[src/rtl/cu_pkg.sv]
// ---------------------------------------------------------------------------
// cu_pkg: shared types and encodings for the multi-cycle control unit.
//   state_t       - FSM state encoding (also the state_dbg output value)
//   instr_type_t  - decoded instruction type; codes 6 and 7 are illegal
//   WB_SEL_*      - write-back source select values
//   CAUSE_*       - trap cause codes
// ---------------------------------------------------------------------------
package cu_pkg;

    typedef enum logic [2:0] {
        ST_IDLE      = 3'd0,
        ST_FETCH     = 3'd1,
        ST_REG_READ  = 3'd2,
        ST_EXECUTE   = 3'd3,
        ST_MEM       = 3'd4,
        ST_WRITEBACK = 3'd5,
        ST_TRAP      = 3'd6
    } state_t;

    typedef enum logic [2:0] {
        IT_R      = 3'd0,
        IT_I      = 3'd1,
        IT_LOAD   = 3'd2,
        IT_STORE  = 3'd3,
        IT_BRANCH = 3'd4,
        IT_JAL    = 3'd5
    } instr_type_t;

    localparam logic [1:0] WB_SEL_ALU = 2'd0;
    localparam logic [1:0] WB_SEL_MEM = 2'd1;
    localparam logic [1:0] WB_SEL_PC4 = 2'd2;

    localparam logic [1:0] CAUSE_NONE    = 2'd0;
    localparam logic [1:0] CAUSE_ILLEGAL = 2'd1;
    localparam logic [1:0] CAUSE_TIMEOUT = 2'd2;

    function automatic logic type_is_legal(input logic [2:0] t);
        return (t <= 3'd5);
    endfunction

    // Types whose second ALU operand is the immediate.
    function automatic logic type_uses_imm(input instr_type_t t);
        return (t == IT_I) || (t == IT_LOAD) || (t == IT_STORE) || (t == IT_JAL);
    endfunction

endpackage

[src/rtl/cu_watchdog.sv]
// ---------------------------------------------------------------------------
// cu_watchdog: counts cycles spent waiting in a handshake state.
//   clk, reset    - clock, asynchronous active-high reset
//   state_change  - high when the FSM moves to a new state on the next edge
//   waiting       - high while the FSM sits in a handshake state
//   ack           - the ack belonging to the current handshake state
//   expired       - high in the TIMEOUT_CYC-th waiting cycle when no ack came
// Only instantiated when CU_TIMEOUT_EN is defined.
// ---------------------------------------------------------------------------
module cu_watchdog #(
    parameter int TIMEOUT_CYC = 255
) (
    input  logic clk,
    input  logic reset,
    input  logic state_change,
    input  logic waiting,
    input  logic ack,
    output logic expired
);

    localparam int CW = $clog2(TIMEOUT_CYC + 1);

    logic [CW-1:0] cnt;

    // Cleared on the edge that enters a new state, so the first cycle of
    // every state sees a count of zero.
    always_ff @(posedge clk or posedge reset) begin
        if (reset) begin
            cnt <= '0;
        end else if (state_change) begin
            cnt <= '0;
        end else if (waiting && (cnt != CW'(TIMEOUT_CYC))) begin
            cnt <= cnt + 1'b1;
        end
    end

    assign expired = waiting && !ack && (cnt == CW'(TIMEOUT_CYC - 1));

endmodule

[src/rtl/mc_control_unit.sv]
// ---------------------------------------------------------------------------
// mc_control_unit: multi-cycle instruction sequencer.
// Walks each instruction through FETCH, REG_READ, EXECUTE, MEM and WRITEBACK
// using one req/ack handshake per stage, updates pc on retire, and parks in
// TRAP on an illegal type (or on a handshake timeout when built with
// CU_TIMEOUT_EN defined).
//
// Handshake rule: a stage's req is high for the whole time the FSM is in that
// state; a transfer happens on the rising edge where req and ack are both
// high, and the next state is entered on that same edge. Acks seen while the
// matching req is low have no effect.
//
// Ports:
//   clk, reset             - clock, asynchronous active-high reset
//   run                    - permits fetching new instructions
//   pc                     - address of the current instruction
//   instr_req/ack          - fetch+decode; instr_type and imm valid with ack
//   rf_req/ack             - register read
//   alu_req/ack, alu_isimm - execute; alu_taken valid with alu_ack
//   mem_req/we/ack         - memory access (we=1 for store)
//   wb_req/sel/ack         - write-back (sel 0=ALU, 1=MEM, 2=PC+4)
//   retire                 - high in the cycle whose edge completes an instr
//   busy                   - high outside IDLE and TRAP
//   trap, trap_cause       - sticky fault flag and cause (1=illegal, 2=timeout)
//   state_dbg              - current FSM state
// Optional feature macro: CU_TIMEOUT_EN (handshake watchdog).
// ---------------------------------------------------------------------------
module mc_control_unit
    import cu_pkg::*;
#(
    parameter int              XLEN        = 32,
    parameter logic [XLEN-1:0] RESET_PC    = '0,
    parameter int              TIMEOUT_CYC = 255
) (
    input  logic            clk,
    input  logic            reset,
    input  logic            run,
    output logic [XLEN-1:0] pc,
    output logic            instr_req,
    input  logic            instr_ack,
    input  logic [2:0]      instr_type,
    input  logic [XLEN-1:0] imm,
    output logic            rf_req,
    input  logic            rf_ack,
    output logic            alu_req,
    input  logic            alu_ack,
    output logic            alu_isimm,
    input  logic            alu_taken,
    output logic            mem_req,
    output logic            mem_we,
    input  logic            mem_ack,
    output logic            wb_req,
    output logic [1:0]      wb_sel,
    input  logic            wb_ack,
    output logic            retire,
    output logic            busy,
    output logic            trap,
    output logic [1:0]      trap_cause,
    output logic [2:0]      state_dbg
);

    state_t          state_q, state_d;
    instr_type_t     type_q;
    logic [XLEN-1:0] imm_q;
    logic [XLEN-1:0] pc_q;
    logic            trap_q;
    logic [1:0]      cause_q;
    logic            trap_armed_q;   // run has been seen low while in TRAP

    logic            retire_c;
    logic            trap_set;
    logic [1:0]      cause_set;
    logic            recover;
    logic            take_target;
    logic [XLEN-1:0] pc_next;

`ifdef CU_TIMEOUT_EN
    logic cur_ack;
    logic wd_waiting;
    logic wd_expired;

    always_comb begin
        cur_ack = 1'b0;
        case (state_q)
            ST_FETCH:     cur_ack = instr_ack;
            ST_REG_READ:  cur_ack = rf_ack;
            ST_EXECUTE:   cur_ack = alu_ack;
            ST_MEM:       cur_ack = mem_ack;
            ST_WRITEBACK: cur_ack = wb_ack;
            default:      cur_ack = 1'b0;
        endcase
    end

    assign wd_waiting = (state_q != ST_IDLE) && (state_q != ST_TRAP);

    cu_watchdog #(
        .TIMEOUT_CYC (TIMEOUT_CYC)
    ) u_watchdog (
        .clk          (clk),
        .reset        (reset),
        .state_change (state_d != state_q),
        .waiting      (wd_waiting),
        .ack          (cur_ack),
        .expired      (wd_expired)
    );
`endif

    // Branch alu_taken is only meaningful on the EXECUTE retire edge, which is
    // the only place a branch ever retires.
    assign take_target = (type_q == IT_JAL) || ((type_q == IT_BRANCH) && alu_taken);
    assign pc_next     = take_target ? (pc_q + imm_q) : (pc_q + XLEN'(4));

    always_comb begin
        state_d   = state_q;
        retire_c  = 1'b0;
        trap_set  = 1'b0;
        cause_set = CAUSE_NONE;
        recover   = 1'b0;
        case (state_q)
            ST_IDLE: begin
                if (run) state_d = ST_FETCH;
            end
            ST_FETCH: begin
                if (instr_ack) begin
                    if (type_is_legal(instr_type)) begin
                        state_d = ST_REG_READ;
                    end else begin
                        state_d   = ST_TRAP;
                        trap_set  = 1'b1;
                        cause_set = CAUSE_ILLEGAL;
                    end
                end
            end
            ST_REG_READ: begin
                if (rf_ack) state_d = ST_EXECUTE;
            end
            ST_EXECUTE: begin
                if (alu_ack) begin
                    case (type_q)
                        IT_LOAD, IT_STORE: state_d  = ST_MEM;
                        IT_BRANCH:         retire_c = 1'b1;
                        default:           state_d  = ST_WRITEBACK;
                    endcase
                end
            end
            ST_MEM: begin
                if (mem_ack) begin
                    if (type_q == IT_LOAD) state_d = ST_WRITEBACK;
                    else                   retire_c = 1'b1;
                end
            end
            ST_WRITEBACK: begin
                if (wb_ack) retire_c = 1'b1;
            end
            ST_TRAP: begin
                if (run && trap_armed_q) begin
                    state_d = ST_IDLE;
                    recover = 1'b1;
                end
            end
            default: state_d = ST_IDLE;
        endcase

        if (retire_c) state_d = run ? ST_FETCH : ST_IDLE;

`ifdef CU_TIMEOUT_EN
        // Expiry implies no ack this cycle, so it never collides with retire.
        if (wd_expired) begin
            state_d   = ST_TRAP;
            trap_set  = 1'b1;
            cause_set = CAUSE_TIMEOUT;
        end
`endif
    end

    always_ff @(posedge clk or posedge reset) begin
        if (reset) begin
            state_q      <= ST_IDLE;
            type_q       <= IT_R;
            imm_q        <= '0;
            pc_q         <= RESET_PC;
            trap_q       <= 1'b0;
            cause_q      <= CAUSE_NONE;
            trap_armed_q <= 1'b0;
        end else begin
            state_q <= state_d;

            if ((state_q == ST_FETCH) && instr_ack && type_is_legal(instr_type)) begin
                type_q <= instr_type_t'(instr_type);
                imm_q  <= imm;
            end

            if (retire_c)     pc_q <= pc_next;
            else if (recover) pc_q <= RESET_PC;

            if (trap_set) begin
                trap_q       <= 1'b1;
                cause_q      <= cause_set;
                trap_armed_q <= 1'b0;
            end else if (recover) begin
                trap_q       <= 1'b0;
                cause_q      <= CAUSE_NONE;
                trap_armed_q <= 1'b0;
            end else if ((state_q == ST_TRAP) && !run) begin
                trap_armed_q <= 1'b1;
            end
        end
    end

    assign pc         = pc_q;
    assign instr_req  = (state_q == ST_FETCH);
    assign rf_req     = (state_q == ST_REG_READ);
    assign alu_req    = (state_q == ST_EXECUTE);
    assign alu_isimm  = (state_q == ST_EXECUTE) && type_uses_imm(type_q);
    assign mem_req    = (state_q == ST_MEM);
    assign mem_we     = (state_q == ST_MEM) && (type_q == IT_STORE);
    assign wb_req     = (state_q == ST_WRITEBACK);
    assign wb_sel     = (state_q != ST_WRITEBACK) ? WB_SEL_ALU :
                        (type_q == IT_LOAD)       ? WB_SEL_MEM :
                        (type_q == IT_JAL)        ? WB_SEL_PC4 : WB_SEL_ALU;
    assign retire     = retire_c;
    assign busy       = (state_q != ST_IDLE) && (state_q != ST_TRAP);
    assign trap       = trap_q;
    assign trap_cause = cause_q;
    assign state_dbg  = state_q;

endmodule

[config.mk]
export PLATFORM = sky130hd
export DESIGN_NAME = mc_control_unit
export DESIGN_NICKNAME = d
export VERILOG_FILES = /design/src/rtl/cu_pkg.sv /design/src/rtl/cu_watchdog.sv /design/src/rtl/mc_control_unit.sv
export SDC_FILE = /design/constraint.sdc
export NUM_CORES = 1
export LEC_CHECK = 0
export CAP_MARGIN = 15
export CORE_ASPECT_RATIO = 1.5
export CORE_MARGIN = 2
export CORE_UTILIZATION = 32
export DETAILED_ROUTE_END_ITERATION = 16
export GPL_ROUTABILITY_DRIVEN = 0
export GPL_TIMING_DRIVEN = 0
export MAX_ROUTING_LAYER = met4
export PLACE_DENSITY = 0.64
export SYNTH_ARGS = -nofsm -noshare
export SYNTH_HDL_FRONTEND = slang
export SYNTH_SLANG_ARGS = --single-unit
[constraint.sdc]
create_clock -name clk -period 6.6 [get_ports clk]
set_input_delay 1.32 -clock clk [delete_from_list [all_inputs] [get_ports clk]]
set_output_delay 1.32 -clock clk [all_outputs]
set_load 0.01 [all_outputs]
==> results.cfg, run 1 <==
[sta]
fin_setup_tns_ps = 0
finalHoldViolCount = 0
fmax_mhz = 234
tightest_slew_ps = 666
setup_viol = 0
layout_setup_ws_ps = 2320
rsz0062_at_grt = no
fin_crit_sh_pct = 64.8
hold_slack_ps = 506
drv_slew = 0
max_slew_margin_pct = 55.5
skew_ps = 6.84
period_minus_slack_ps = 4280

[clocking]
clk_pin_slew_ps = 50
cts.htree.levels = 3
cts_hold_buf = 0
cts.sinks = 72
cts_buffers = 9
cts_tree = built
cts_resized = 0
clk_latency_ps = 340
cts.path.max_buffers = 2
cts_setup_buffers = 0
cts_root_buf = clkbuf_16

[worst_setup_path]
cp-start-kind = input pin
timing.rr.end = pc[30]
rrSetupSlack_ps = 3010
cpPeakStageDelay_ps = 550
end_kind = output port
worstSetupPathDepth = 6
cpLargestDelayFamily = buffers and inverters
arrival_ps = 2960
cp_max_fo = 6
reg2reg_depth = 12
cp_data_required_time_ps = 5280
critical_path_class = in -> out
cp_num_buf_inv = 4
crit_top_cell = clkdlybuf4s50_1
worstPathCellList = clkdlybuf4s50_1 > inv_1 > nor4b_1 > a21oi_1 > inv_2 > clkdlybuf4s50_1
critical-path-slowest-cell = clkdlybuf4s50_1
reg2reg_from = pc[0]

[power_and_ir_drop]
p_leak_nw = 2.78
ir_drop_uv = 197
power_density_nw_per_um2 = 482
p_total_mw = 3.25

[floorplan]
core_sq_um = 16100
die_y_microns = 161
fp.dieW_microns = 109
io_pins = 93
initial_core_util_pct = 32.6
rows = 57
dieArea_sq_um = 17500

[drt]
drc_errors = 0
post_drt_wl_per_cell_microns = 16.7
routed_via_density = 5.45
drt_iter0_drc = 371
dr.pass1.iters = 6
ant_nets = 0
drt-total-wl_microns = 15500
vias = 5053

[synthesis]
ys_seq_area_share_pct = 34.3
ys_ff_latch = 72
yosysTopAreaCell = dfrtp_1
synth_area_per_cell_sq_um = 8.57
syn_area_sq_um = 5250
synth_fp_nets = 690
yosys_warnings = 0
synth_area_leaders = dfrtp_1 (34%), ha_1 (7.6%), mux2_2 (7.1%), a21oi_1 (5.1%), nand2_1 (4.6%)
synth_top_area_share_pct = 34.3
synth_ff_type = dfrtp_1
synthArstFlopShare_pct = 100
syn_inst = 613
synth_edf_count = 0
synthDistinctLibCells = 59

[hold_path]
hp-class = reg -> reg
hold_path.startpoint = trap_cause[0]
min_to = trap_cause[0]
hold_depth = 1

[grt]
grt_pass1_vias = 5040
met2_usage_pct = 32.6
grt-ovfl-total = 0
top_usage_layer = met2
globalRouteTotalUtil_pct = 19.2
antenna_found_initial = 0
grtUsageMet3_pct = 2.84
grt_pass1_wl_microns = 25600
grt_max_degree = 64
use_met1_pct = 22.3

[placement]
dpl.hpwl_microns = 11700
placed_cell_area_sq_um = 6450
numPortBuffers = 91
dp_cells = 911
dp_slack_ps = 2310

[final_layout]
drive_above_1_share_pct = 8.46
area_delta_synth_final_pct = 28.5
nets = 793
final_area_sq_um = 6750
fillers = 1628
diodes = 0
final_cells = 927
fin_util_pct = 41.9

[status]
run_status = finished, final reports clean

[job]
maxCapViolations = 0
## synth_stat cells (4+ instances only)
| master | n |
|---|---|
| clkbuf_1 | 22 |
| mux2_2 | 33 |
| xor2_1 | 7 |
| a21o_1 | 14 |
| mux2i_1 | 4 |
| nand2_1 | 64 |
| o21ai_1 | 40 |
| nor2_1 | 39 |
| nor4_1 | 7 |
| o221ai_1 | 6 |
| a21oi_1 | 54 |
| o22ai_1 | 5 |
| and2_1 | 6 |
| dfrtp_1 | 72 |
| ha_1 | 32 |
| xnor2_1 | 18 |
| nand4_1 | 11 |
| nor3_1 | 14 |
| o21ai_0 | 23 |
| inv_1 | 19 |
| and3_1 | 13 |
| nor3b_1 | 5 |
| o21bai_1 | 6 |
| a211oi_1 | 7 |
| nor2b_1 | 13 |
| a31oi_1 | 6 |
| a22oi_1 | 5 |
| nand3_1 | 17 |
## kinds of logic (layout without fill, tap and decap cells)
group | count (synthesis) | after routing | synth area share (%)
multiplexers | 37 | 37 | 7.84
other | 1 | 1 | 0.0714
buffers and inverters | 47 | 155 | 3.57
AND/OR/NAND/NOR | 206 | 206 | 19.5
flip-flops | 72 | 72 | 34.3
adder cells (fa/ha/maj) | 33 | 33 | 8.00
XOR/XNOR | 25 | 25 | 4.17
AO/OA/AOI/OAI | 192 | 192 | 22.5
## worst max-delay path by stage
stage	start	end	slack (ps)
2_1_floorplan	alu_ack	retire	3450
3_3_place_gp	reset	imm_q[11]	2030
3_5_place_dp	alu_ack	retire	2310
4_1_cts	alu_ack	retire	2310
5_1_grt	alu_ack	retire	2190
6_report	alu_ack	retire	2320
## flip-flops by register name (all words and copies together) (netlist names)
| signal | cells |
|---|---|
| trap_armed_q | 1 |
| imm_q | 32 |
| type_q | 3 |
| trap_cause | 1 |
| pc | 32 |
| state_dbg | 3 |
## where the power goes
| group | total (mW) | switching, mW | leakage, nW | internal [mW] |
|---|---|---|---|---|
| sequential | 0.880 | 0.238 | 0.912 | 0.642 |
| combinational | 1.87 | 1.01 | 1.72 | 0.861 |
| clock | 0.504 | 0.192 | 0.150 | 0.312 |
| total | 3.25 | 1.44 | 2.78 | 1.82 |
## layout by cell type (no fill, tap or decap), drive strengths merged, types with 5 or more instances in the layout
cell type / synthesis / final
buf: 5 / 6
and3: 13 / 13
nor3: 15 / 15
nor2: 39 / 39
a211oi: 7 / 7
inv: 20 / 20
nor2b: 13 / 13
nor3b: 5 / 5
nand3: 18 / 18
nand2: 64 / 64
o21ai: 63 / 63
o22ai: 5 / 5
nand4: 11 / 11
a31oi: 6 / 6
xor2: 7 / 7
a21o: 14 / 14
clkbuf: 22 / 35
a22oi: 5 / 5
o221ai: 6 / 6
o21bai: 6 / 6
and2: 6 / 6
ha: 32 / 32
dfrtp: 72 / 72
mux2: 33 / 33
clkdlybuf4s50: 0 / 91
nor4: 7 / 7
a21oi: 55 / 55
xnor2: 18 / 18
## area by class of cell
cell class	instances	area, sq um	share of cell area, %
plain buffers	27	113	1.67
clock buffers	13	260	3.85
clock inverters	3	40.0	0.593
inverters	20	77.6	1.15
multi-input cells	494	3260	48.3
flip-flops and latches	72	1800	26.7
well taps	206	258	3.82
repair buffers	92	938	13.9
## layer usage
| layer | routed length, microns | share of wire (%) | vias to the layer above |
|---|---|---|---|
| met5 | 0 | 0 | - |
| li1 | - | - | 2470 |
| met1 | 6190 | 40 | 2394 |
| met4 | 485 | 3.1 | 0 |
| met2 | 8010 | 52 | 159 |
| met3 | 774 | 5.0 | 30 |
## worst reg2reg max path, delay by kind of cell (launching register included)
kind | cells | cell delay [ps]
buffers and inverters | 1 | 70
and+or+nand+nor | 1 | 230
xor gates and xnor gates | 1 | 150
adders and majority gates | 2 | 620
AOI/OAI and AO/OA | 7 | 2030
DFF | 1 | 390
No activity file was read; power rests on OpenSTA's default activity.
==> inputs of run 2 (changes only) <==
==> constraint.sdc (replaced) <==
create_clock -name clk -period 4.1 [get_ports clk]
set_input_delay 0.82 -clock clk [delete_from_list [all_inputs] [get_ports clk]]
set_output_delay 0.82 -clock clk [all_outputs]
set_load 0.01 [all_outputs]
==> results of run 2 <==
Same layout as run 1 (identical final DEF). Status: finished, final reports clean.
Among the figures that moved: setup slack after placement 2310 ps -> 524 ps; setup slack after layout 2320 ps -> 509 ps; start point of the critical path alu_ack -> pc[0]; end point of the critical path retire -> pc[30]; register-to-register setup slack 3010 ps -> 510 ps; total power 3.25 mW -> 5.24 mW; worst IR drop on VDD 197 uV -> 317 uV
